**src/rtl/keypad_scanner.sv**
```systemverilog
// Row-scanning keypad controller: synchronises column sense, classifies each frame,
// debounces single-key presses and hands codes to a consumer with ack/overrun signalling.
module keypad_scanner #(
    parameter  int ROWS     = 4,
    parameter  int COLS     = 3,
    parameter  int SETTLE   = 4,
    parameter  int DEBOUNCE = 3,
    localparam int CODE_W   = (ROWS * COLS > 1) ? $clog2(ROWS * COLS) : 1
) (
    input  logic              clk,
    input  logic              reset,
    output logic [ROWS-1:0]   row,
    input  logic [COLS-1:0]   col,
    output logic              key_valid,
    output logic [CODE_W-1:0] key_code,
    input  logic              key_ack,
    output logic              multi_key,
    output logic              overrun
);
    localparam int RIDX_W = (ROWS > 1) ? $clog2(ROWS) : 1;
    localparam int SET_W  = $clog2(SETTLE);
    localparam int CNT_W  = $clog2(DEBOUNCE + 1);

    typedef enum logic [1:0] {IDLE, CAND, PRESSED} state_t;

    logic [COLS-1:0]   sync1_q, sync1_d, sync2_q, sync2_d;
    logic [RIDX_W-1:0] ridx_q, ridx_d;
    logic [SET_W-1:0]  settle_q, settle_d;
    logic [1:0]        acc_n_q, acc_n_d;
    logic [CODE_W-1:0] acc_idx_q, acc_idx_d;
    state_t            state_q, state_d;
    logic [CNT_W-1:0]  cnt_q, cnt_d;
    logic [CODE_W-1:0] cand_q, cand_d;
    logic              key_valid_q, key_valid_d;
    logic [CODE_W-1:0] key_code_q, key_code_d;
    logic              multi_key_q, multi_key_d;
    logic              overrun_q, overrun_d;

    logic              sample, frame_end, emit;
    logic [1:0]        row_n, tot_n;
    logic [2:0]        sum_n;
    logic [CODE_W-1:0] row_idx, tot_idx;
    logic              res_none, res_one, res_multi;

    // Scan timing and per-frame accumulation; closed-switch count saturates at 2 (MULTI).
    always_comb begin
        sync1_d   = col;
        sync2_d   = sync1_q;
        sample    = (settle_q == SET_W'(SETTLE - 1));
        frame_end = sample && (ridx_q == RIDX_W'(ROWS - 1));
        settle_d  = sample ? '0 : settle_q + 1'b1;
        ridx_d    = ridx_q;
        if (sample) ridx_d = frame_end ? '0 : ridx_q + 1'b1;

        row_n   = 2'd0;
        row_idx = '0;
        for (int c = 0; c < COLS; c++) begin
            if (sync2_q[c]) begin
                if (row_n != 2'd2) row_n = row_n + 2'd1;
                row_idx = CODE_W'(int'(ridx_q) * COLS + c);
            end
        end
        sum_n   = {1'b0, acc_n_q} + {1'b0, row_n};
        tot_n   = (sum_n >= 3'd2) ? 2'd2 : sum_n[1:0];
        tot_idx = (row_n != 2'd0) ? row_idx : acc_idx_q;

        acc_n_d   = acc_n_q;
        acc_idx_d = acc_idx_q;
        if (sample) begin
            acc_n_d   = frame_end ? 2'd0 : tot_n;
            acc_idx_d = frame_end ? '0 : tot_idx;
        end
        res_none  = frame_end && (tot_n == 2'd0);
        res_one   = frame_end && (tot_n == 2'd1);
        res_multi = frame_end && (tot_n == 2'd2);
    end

    always_comb begin
        row = '0;
        for (int r = 0; r < ROWS; r++) row[r] = (ridx_q == RIDX_W'(r));
    end

    // Debounce FSM
    always_comb begin
        state_d = state_q;
        cnt_d   = cnt_q;
        cand_d  = cand_q;
        emit    = 1'b0;
        case (state_q)
            IDLE: if (res_one) begin
                cand_d = tot_idx;
                if (DEBOUNCE == 1) begin
                    emit    = 1'b1;
                    state_d = PRESSED;
                    cnt_d   = '0;
                end else begin
                    state_d = CAND;
                    cnt_d   = CNT_W'(1);
                end
            end
            CAND: if (res_one) begin
                if (tot_idx == cand_q) begin
                    if (cnt_q + 1'b1 == CNT_W'(DEBOUNCE)) begin
                        emit    = 1'b1;
                        state_d = PRESSED;
                        cnt_d   = '0;
                    end else begin
                        cnt_d = cnt_q + 1'b1;
                    end
                end else begin
                    cand_d = tot_idx;
                    cnt_d  = CNT_W'(1);
                end
            end else if (res_none || res_multi) begin
                state_d = IDLE;
                cnt_d   = '0;
            end
            PRESSED: if (res_none) begin
                if (cnt_q + 1'b1 == CNT_W'(DEBOUNCE)) begin
                    state_d = IDLE;
                    cnt_d   = '0;
                end else begin
                    cnt_d = cnt_q + 1'b1;
                end
            end else if (res_one || res_multi) begin
                cnt_d = '0;
            end
            default: begin
                state_d = IDLE;
                cnt_d   = '0;
            end
        endcase
    end

    // Consumer handshake: an emit coinciding with ack replaces the code without a gap.
    always_comb begin
        key_valid_d = key_valid_q;
        key_code_d  = key_code_q;
        overrun_d   = overrun_q;
        multi_key_d = frame_end ? res_multi : multi_key_q;
        if (emit) begin
            if (!key_valid_q || key_ack) begin
                key_valid_d = 1'b1;
                key_code_d  = tot_idx;
            end else begin
                overrun_d = 1'b1;
            end
        end else if (key_valid_q && key_ack) begin
            key_valid_d = 1'b0;
        end
    end

    always_ff @(posedge clk) begin
        if (reset) begin
            sync1_q     <= '0;
            sync2_q     <= '0;
            ridx_q      <= '0;
            settle_q    <= '0;
            acc_n_q     <= '0;
            acc_idx_q   <= '0;
            state_q     <= IDLE;
            cnt_q       <= '0;
            cand_q      <= '0;
            key_valid_q <= 1'b0;
            key_code_q  <= '0;
            multi_key_q <= 1'b0;
            overrun_q   <= 1'b0;
        end else begin
            sync1_q     <= sync1_d;
            sync2_q     <= sync2_d;
            ridx_q      <= ridx_d;
            settle_q    <= settle_d;
            acc_n_q     <= acc_n_d;
            acc_idx_q   <= acc_idx_d;
            state_q     <= state_d;
            cnt_q       <= cnt_d;
            cand_q      <= cand_d;
            key_valid_q <= key_valid_d;
            key_code_q  <= key_code_d;
            multi_key_q <= multi_key_d;
            overrun_q   <= overrun_d;
        end
    end

    assign key_valid = key_valid_q;
    assign key_code  = key_code_q;
    assign multi_key = multi_key_q;
    assign overrun   = overrun_q;
endmodule

```
**config.mk**
```make
export PLATFORM = sky130hd
export DESIGN_NAME = keypad_scanner
export DESIGN_NICKNAME = d
export VERILOG_FILES = /design/src/rtl/keypad_scanner.sv
export SDC_FILE = /design/constraint.sdc
export NUM_CORES = 1
export LEC_CHECK = 0
export CAP_MARGIN = 20
export CORE_AREA = 2 2 64 66
export DETAILED_ROUTE_END_ITERATION = 8
export DIE_AREA = 0 0 66 68
export PLACE_DENSITY = 0.7
export SYNTH_ARGS = -nofsm -noshare
export SYNTH_HDL_FRONTEND = slang
export SYNTH_SLANG_ARGS = --single-unit
```
**constraint.sdc**
```tcl
create_clock -name clk -period 3.15 [get_ports clk]
set_clock_uncertainty 0.05 [all_clocks]
set_input_delay 0.7875 -clock clk [delete_from_list [all_inputs] [get_ports clk]]
set_output_delay 0.7875 -clock clk [all_outputs]
set_load 0.01 [all_outputs]
```
After elaboration in Yosys (flattened, before gate mapping)
Index checks and enable logic that the tools add are counted.
- add/sub/neg operators: 8
- $mul: 1
- order comparisons: 1
- equal/unequal tests: 22
- multiplexer cells: 38
- bitwise logic cells: 1
- reduce and logical (&&, ||, !) cells: 22
- operator list (kind ; number):
    $mux W2 ; 19
    $mux W4 ; 8
    $ne A2 B2 Y1 const B ; 7
    $eq A2 B2 Y1 const B ; 6
    $ne A3 B3 Y1 const B ; 4
    $pmux W2 S3 ; 2
    $add A2 B1 Y2 const B ; 5
    $add A4 B2 Y4 const B ; 2
    $mux W1 ; 8
    $pmux W4 S2 ; 1
    $eq A2 B1 Y1 const B ; 3
    $logic_not A2 Y1 ; 3
    $reduce_and A2 Y1 ; 3
    $reduce_and A6 Y1 ; 1
    $reduce_bool A2 Y1 ; 3
    $logic_and A1 B1 Y1 ; 5
    $eq A4 B4 Y1 ; 1
    $mul A2 B2 Y4 const B ; 1
    $reduce_and A4 Y1 ; 1
    $add A2 B2 Y3 ; 1
    $ge A3 B2 Y1 const B ; 1
    $logic_or A1 B1 Y1 ; 3
    $reduce_and A3 Y1 ; 1
    $ne A2 B1 Y1 const B ; 1
    3 further kinds ; 3
- register bits: 31
- input port bits: 6
- output and inout port bits: 11
- word-level logic and storage cells: 106

Depth between registers and ports, before layout
- word-level depth: 16
- mapped depth: 12
- gate-level depth less buffers: 12

Worst setup path after synthesis
OpenSTA, ideal clock, no wires.
- kind: reg2reg
- from: register sync2_q[1]
- to: register key_code_q[3] (netlist: key_code[3])
- data arrival time: 2.707 ns
- required time: 2.966 ns
- path slack: 0.259 ns
- stages on the path, launching flop included: 13
- buffers on the path: 0
- cells stage by stage: dfxtp_1 inv_1 ha_1 mux2_2 ha_1 inv_1 fa_1 nand3_1 nor3_1 and3_1 nand2_1 o311ai_0 o31ai_1
- cells in the longest elaborated chain, start to end: 12
- RTL lines (element ; line ; RTL):
    from (decl) ; 26 ; logic [COLS-1:0] sync1_q, sync1_d, sync2_q, sync2_d;
    from (signal assigned) ; 170 ; sync2_q <= sync2_d;
    $mux W2 ; 58 ; if (sync2_q[c]) begin
    $add A2 B1 Y2 / $ne A2 B2 Y1 (equally long branches) ; 59 ; if (row_n != 2'd2) row_n = row_n + 2'd1;
    $mux W2 ; 59 ;
    $mux W2 ; 58 ;
    $add A2 B2 Y3 ; 63 ; sum_n = {1'b0, acc_n_q} + {1'b0, row_n};
    $ge A3 B2 Y1 ; 64 ; tot_n = (sum_n >= 3'd2) ? 2'd2 : sum_n[1:0];
    $mux W2 ; 64 ;
    $eq A2 B1 Y1 ; 74 ; res_one = frame_end && (tot_n == 2'd1);
    $logic_and A1 B1 Y1 ; 74 ;
    $mux W1 ; 101 ; CAND: if (res_one) begin
    $mux W1 ; 89 ; case (state_q)
    $reduce_and A2 Y1 (no source line) ; - ;
    to (signal assigned) ; 179 ; key_code_q <= key_code_d;
    to (decl) ; 35 ; logic [CODE_W-1:0] key_code_q, key_code_d;
Several ways; a longest one is shown, not always the timed one.
A chain may end at the register's enable or synchronous reset.

Worst setup path after layout
- from: register sync2_q[0]
- to: register key_code_q[3] (netlist: key_code[3])
- cells in the longest elaborated chain, start to end: 15
- RTL lines (element ; line):
    $mux W1 ; 58
    $add A2 B1 Y2 / $ne A2 B2 Y1 (equally long branches) ; 59
    $mux W2 ; 59
    $mux W2 ; 58
    $add A2 B1 Y2 / $ne A2 B2 Y1 (equally long branches) ; 59
    $mux W2 ; 59
    $mux W2 ; 58
    $add A2 B2 Y3 ; 63
    $ge A3 B2 Y1 ; 64
    $mux W2 ; 64
    $eq A2 B1 Y1 ; 74
    $logic_and A1 B1 Y1 ; 74
    $mux W1 ; 101
    $mux W1 ; 89
    $reduce_and A2 Y1 (no source line) ; -
Several ways; a longest one is shown, not always the timed one.

==> flow_summary.html <==
<table>
<tr><th>Metric</th><th>Value</th></tr>
<tr><th colspan="2">Layout</th></tr>
<tr><td>Fill cell count</td><td>381</td></tr>
<tr><td>Multi-input logic area</td><td>1140 um2</td></tr>
<tr><td>Share of post-route cells with drive strength above 1</td><td>7.95%</td></tr>
<tr><td>Synthesis-to-finish area growth</td><td>15.3%</td></tr>
<tr><td>Register Area</td><td>622 um2</td></tr>
<tr><td>ANT cells</td><td>0</td></tr>
<tr><td>Final cell count without fillers</td><td>289</td></tr>
<tr><td>Final nets</td><td>about 260</td></tr>
<tr><th colspan="2">Route</th></tr>
<tr><td>DR WL/cell</td><td>~14 um</td></tr>
<tr><td>Number of routed nets with antenna violations</td><td>0</td></tr>
<tr><td>DRC violation count after routing</td><td>0</td></tr>
<tr><td>Total wirelength of the detailed-routed design</td><td>3.91 mm</td></tr>
<tr><td>Routed via count divided by cell count</td><td>5.61</td></tr>
<tr><td>Drt first-iter violations</td><td>approximately 160</td></tr>
<tr><td>Total via count in the routed design</td><td>1621</td></tr>
<tr><td>First-pass DRT Iterations</td><td>4</td></tr>
<tr><th colspan="2">Synth</th></tr>
<tr><td>FFs w/ async S/R, synth</td><td>0%</td></tr>
<tr><td>Most instantiated library cell after synthesis</td><td>sky130_fd_sc_hd__dfxtp_1</td></tr>
<tr><td>Synth area leader</td><td>sky130_fd_sc_hd__dfxtp_1</td></tr>
<tr><td>Fraction of synthesized cell area in xor and xnor cells</td><td>approximately 2.8%</td></tr>
<tr><td>Sequential fraction of the synthesis area</td><td>33.4%</td></tr>
<tr><td>Dominant combinational cell family by area after synthesis</td><td>simple AND/OR/NAND/NOR gates</td></tr>
<tr><td>Count of yosys warnings during synthesis</td><td>0</td></tr>
<tr><td>Total of flip-flops plus latches after synthesis</td><td>31</td></tr>
<tr><td>Multiplexer fraction of the synthesized cell area</td><td>2.29%</td></tr>
<tr><td>Area fraction in and, or, nand and nor cells after synthesis</td><td>25.1%</td></tr>
<tr><td>Area share of the leading cell type in the synthesized netlist</td><td>33.4%</td></tr>
<tr><td>Share of synthesized cell area in full adder, half adder and majority cells</td><td>under 10%</td></tr>
<tr><td>Synth Cell Area</td><td>1860 um2</td></tr>
<tr><td>Ys flop type</td><td>sky130_fd_sc_hd__dfxtp_1</td></tr>
<tr><td>Synthesized instance count</td><td>around 220</td></tr>
<tr><td>Compound-gate portion of the synthesized area</td><td>21.9%</td></tr>
<tr><td>Net Count, Synth</td><td>~240</td></tr>
<tr><td>Area contributors post-synth</td><td>sky130_fd_sc_hd__dfxtp_1 33%, sky130_fd_sc_hd__ha_1 8.1%, sky130_fd_sc_hd__a21oi_1 4.8%</td></tr>
<tr><td>Synthesized area divided by synthesized cell count</td><td>approximately 8.4 um2</td></tr>
<tr><td>Number of distinct standard cells referenced by the synthesized netlist</td><td>48</td></tr>
<tr><td>Count of flip-flops with a built-in enable after synthesis</td><td>0</td></tr>
<tr><td>Ranking of synthesized cells by instance count</td><td>31 x sky130_fd_sc_hd__dfxtp_1, 21 x sky130_fd_sc_hd__nor2_1, 18 x sky130_fd_sc_hd__a21oi_1</td></tr>
<tr><th colspan="2">Worst setup path</th></tr>
<tr><td>Required time reported for the critical path endpoint</td><td>3260 ps</td></tr>
<tr><td>CP top delay family</td><td>adder cells</td></tr>
<tr><td>Worst setup startpoint</td><td>sync2_q[0]</td></tr>
<tr><td>Flop-to-flop setup slack</td><td>roughly 330 ps</td></tr>
<tr><td>Count of cells along the worst register-to-register path</td><td>12</td></tr>
<tr><td>Arrival time of data at the critical path endpoint</td><td>just under 3000 ps</td></tr>
<tr><td>Path type of the worst setup path</td><td>register to register</td></tr>
<tr><td>Slowest CP cell</td><td>sky130_fd_sc_hd__fa_1</td></tr>
<tr><td>Critical Path, Cell by Cell</td><td>inv_1, ha_1, mux2_2, ha_1, inv_1, fa_1, nand3_1, nor3_2, and3_1, nand2_1, o311ai_0, o31ai_1</td></tr>
<tr><td>Largest fanout on the critical path</td><td>5</td></tr>
<tr><td>Stages on the worst setup path</td><td>12</td></tr>
<tr><td>Endpoint class of the critical path</td><td>register</td></tr>
<tr><td>Total buffers and inverters traversed by the critical path</td><td>2</td></tr>
<tr><td>Worst reg2reg path endpoint</td><td>key_code[3]</td></tr>
<tr><td>R2r startpoint</td><td>sync2_q[0]</td></tr>
<tr><td>Maximum cell stage delay along the critical path</td><td>520 ps</td></tr>
<tr><td>Capturing instance or port of the critical path</td><td>key_code[3]</td></tr>
<tr><td>Crit start category</td><td>register</td></tr>
<tr><th colspan="2">Global routing</th></tr>
<tr><td>Vias in the first global route</td><td>1482</td></tr>
<tr><td>Met3 Usage GRT</td><td>4.44%</td></tr>
<tr><td>Initial antenna violation count</td><td>0</td></tr>
<tr><td>Most crowded layer after global routing</td><td>met2</td></tr>
<tr><td>Total global routing overflow</td><td>0</td></tr>
<tr><td>Total Routing Usage GR</td><td>around 20%</td></tr>
<tr><td>Global routing met2 resource utilization</td><td>between 30 and 40%</td></tr>
<tr><td>Met1 usage</td><td>27.9%</td></tr>
<tr><td>Global-route wire length before repair</td><td>6.93 mm</td></tr>
<tr><td>Maximum number of pins on one net before global-route repair</td><td>17</td></tr>
<tr><th colspan="2">Placement</th></tr>
<tr><td>Post-detail-place hpwl</td><td>2.80 mm</td></tr>
<tr><td>Setup Slack @ Placement</td><td>239 ps</td></tr>
<tr><td>Routability cong.</td><td>0.849</td></tr>
<tr><td>Cell Count Post-Placement</td><td>281</td></tr>
<tr><td>Count of input and output buffers</td><td>16</td></tr>
<tr><th colspan="2">Clocking</th></tr>
<tr><td>CTS Buf Count</td><td>5</td></tr>
<tr><td>Number of cells upsized or downsized after cts</td><td>0</td></tr>
<tr><td>Depth of the CTS H-tree</td><td>2</td></tr>
<tr><td>CTS max path bufs</td><td>2</td></tr>
<tr><td>Clk sink count</td><td>31</td></tr>
<tr><td>Clock transition at the registers of the reported paths</td><td>60 ps</td></tr>
<tr><td>Post-CTS Repair Setup Buffers</td><td>0</td></tr>
<tr><td>TritonCTS clock tree</td><td>yes</td></tr>
<tr><td>Clk Latency, worst-skew pair</td><td>280 ps</td></tr>
<tr><td>Number of hold buffers added after cts</td><td>0</td></tr>
<tr><td>Clock Root Buffer</td><td>sky130_fd_sc_hd__clkbuf_8</td></tr>
<tr><th colspan="2">STA</th></tr>
<tr><td>Max Fclk</td><td>0.354 GHz</td></tr>
<tr><td>Max-slew violation count</td><td>0</td></tr>
<tr><td>Final-report hold violation count</td><td>0</td></tr>
<tr><td>Actual transition at the worst max-transition pin</td><td>607 ps</td></tr>
<tr><td>Headroom to the max-slew limit</td><td>59.1%</td></tr>
<tr><td>Post-route fraction of the period consumed by the critical path</td><td>between 80% and 90%</td></tr>
<tr><td>Setup total negative slack</td><td>0 ps</td></tr>
<tr><td>RSZ-0062 raised after global routing</td><td>false</td></tr>
<tr><td>Setup ws final</td><td>approximately 330 ps</td></tr>
<tr><td>Period minus WS final</td><td>2820 ps</td></tr>
<tr><td>Endpoints failing setup</td><td>0</td></tr>
<tr><th colspan="2">Pwr</th></tr>
<tr><td>Portion of total power attributed to combinational logic</td><td>15.2%</td></tr>
<tr><td>Sequential Power Share</td><td>48.9%</td></tr>
<tr><td>Total leakage power</td><td>0.827 nW</td></tr>
<tr><td>Switching power as a share of total power</td><td>27.0%</td></tr>
<tr><td>Share of power burned in the clock network</td><td>35.9%</td></tr>
<tr><td>Ratio of total power to cell area</td><td>388 nW/um2</td></tr>
<tr><td>Pwr Total</td><td>832 uW</td></tr>
<tr><td>Peak supply drop</td><td>277 uV</td></tr>
<tr><td>Switching power total</td><td>225 uW</td></tr>
<tr><td>Internal</td><td>about 600 uW</td></tr>
<tr><th colspan="2">Hold path</th></tr>
<tr><td>Class of the tightest hold or removal check</td><td>register to register</td></tr>
<tr><td>Worst hold stages</td><td>1</td></tr>
<tr><th colspan="2">Floorplan</th></tr>
<tr><td>Die height</td><td>68 um</td></tr>
<tr><td>I/O pin total</td><td>17</td></tr>
<tr><td>Standard-cell rows</td><td>23</td></tr>
<tr><td>Area of the core</td><td>3860 um2</td></tr>
<tr><td>DIE WIDTH</td><td>66 um</td></tr>
<tr><td>Effective utilization at floorplan</td><td>48.2%</td></tr>
<tr><td>Area of the die</td><td>around 4500 um2</td></tr>
<tr><th colspan="2">Status</th></tr>
<tr><td>Run status</td><td>completed</td></tr>
<tr><th colspan="2">Job</th></tr>
<tr><td>Number of maximum-capacitance violations</td><td>0</td></tr>
</table>
-- sequential cells by signal, summed over array words and instances, names as in the netlist, 2 cells and up --
signal     cells
cand_q         4
sync1_q        3
state_q        2
ridx_q         2
acc_idx_q      4
sync2_q        3
acc_n_q        2
cnt_q          2
settle_q       2
key_code       4
-- metal layers --
layer | up-vias | routed length [um]
met5 | - | 0
met3 | 5 | 190
li1 | 826 | -
met1 | 746 | 1950
met4 | 0 | 68
met2 | 44 | 1710
-- stage by stage --
step | util [%] | instance area (um2) | hold WS [ps]
6_report | 55.6 | 2140 | 379
5_1_grt | 55.6 | 2140 | 399
4_1_cts | 55.5 | 2140 | 379
3_5_place_dp | 53.3 | 2060 | 370
3_3_place_gp | 53.3 | 2060 | 370
2_1_floorplan | - | 1860 | 354
-- cell type report --
| type | count | share of cell area [%] |
|---|---|---|
| multi-input cells | 169 | 53.3 |
| flip-flops and latches | 31 | 29.0 |
| repair buffers | 21 | 9.22 |
| clock buffers | 7 | 3.56 |
| well taps | 50 | 2.92 |
| inverters | 10 | 1.75 |
| clock inverters | 1 | 0.233 |
-- power by group through the flow --
stage	clock network [mW]	logic [mW]	registers (mW)
floorplan	0	0.0968	0.415
global placement	0	0.123	0.415
detailed placement	0	0.125	0.416
CTS	0.306	0.125	0.407
global route	0.329	0.142	0.408
finish	0.299	0.126	0.407
-- logic make-up after synthesis --
| group | count (synthesis) |
|---|---|
| compound gates | 59 |
| buf+inv | 22 |
| flops | 31 |
| mux | 4 |
| fa+ha+maj | 13 |
| simple gates | 88 |
| xor+xnor | 5 |
-- worst min-delay path by stage --
stage | end | slack, ps | startpoint
after floorplan | settle_q[0] | 350 | settle_q[0]
after global routing | settle_q[0] | 400 | settle_q[0]
final | settle_q[0] | 380 | settle_q[0]
after detailed placement | settle_q[0] | 370 | settle_q[0]
after global placement | settle_q[0] | 370 | settle_q[0]
after CTS | settle_q[0] | 380 | settle_q[0]
-- layout by cell type (no fill, tap or decap), types with 3 or more instances in the layout --
cell type,Yosys,final
sky130_fd_sc_hd__a21oi_1,18,18
sky130_fd_sc_hd__a2bb2oi_1,4,4
sky130_fd_sc_hd__and2_1,4,4
sky130_fd_sc_hd__and3_1,3,3
sky130_fd_sc_hd__buf_4,0,5
sky130_fd_sc_hd__clkbuf_8,0,5
sky130_fd_sc_hd__clkdlybuf4s50_1,0,16
sky130_fd_sc_hd__dfxtp_1,31,30
sky130_fd_sc_hd__ha_1,12,12
sky130_fd_sc_hd__inv_1,10,10
sky130_fd_sc_hd__nand2_1,11,11
sky130_fd_sc_hd__nand2b_1,5,5
sky130_fd_sc_hd__nand3_1,8,8
sky130_fd_sc_hd__nand3b_1,4,4
sky130_fd_sc_hd__nand4_1,3,3
sky130_fd_sc_hd__nor2_1,21,21
sky130_fd_sc_hd__nor2b_1,13,13
sky130_fd_sc_hd__nor3_1,6,5
sky130_fd_sc_hd__o211ai_1,3,3
sky130_fd_sc_hd__o21ai_0,11,11
sky130_fd_sc_hd__o22ai_1,3,3
sky130_fd_sc_hd__o31ai_1,3,3
sky130_fd_sc_hd__or3_1,3,3
(Power assumes the default switching activity.)
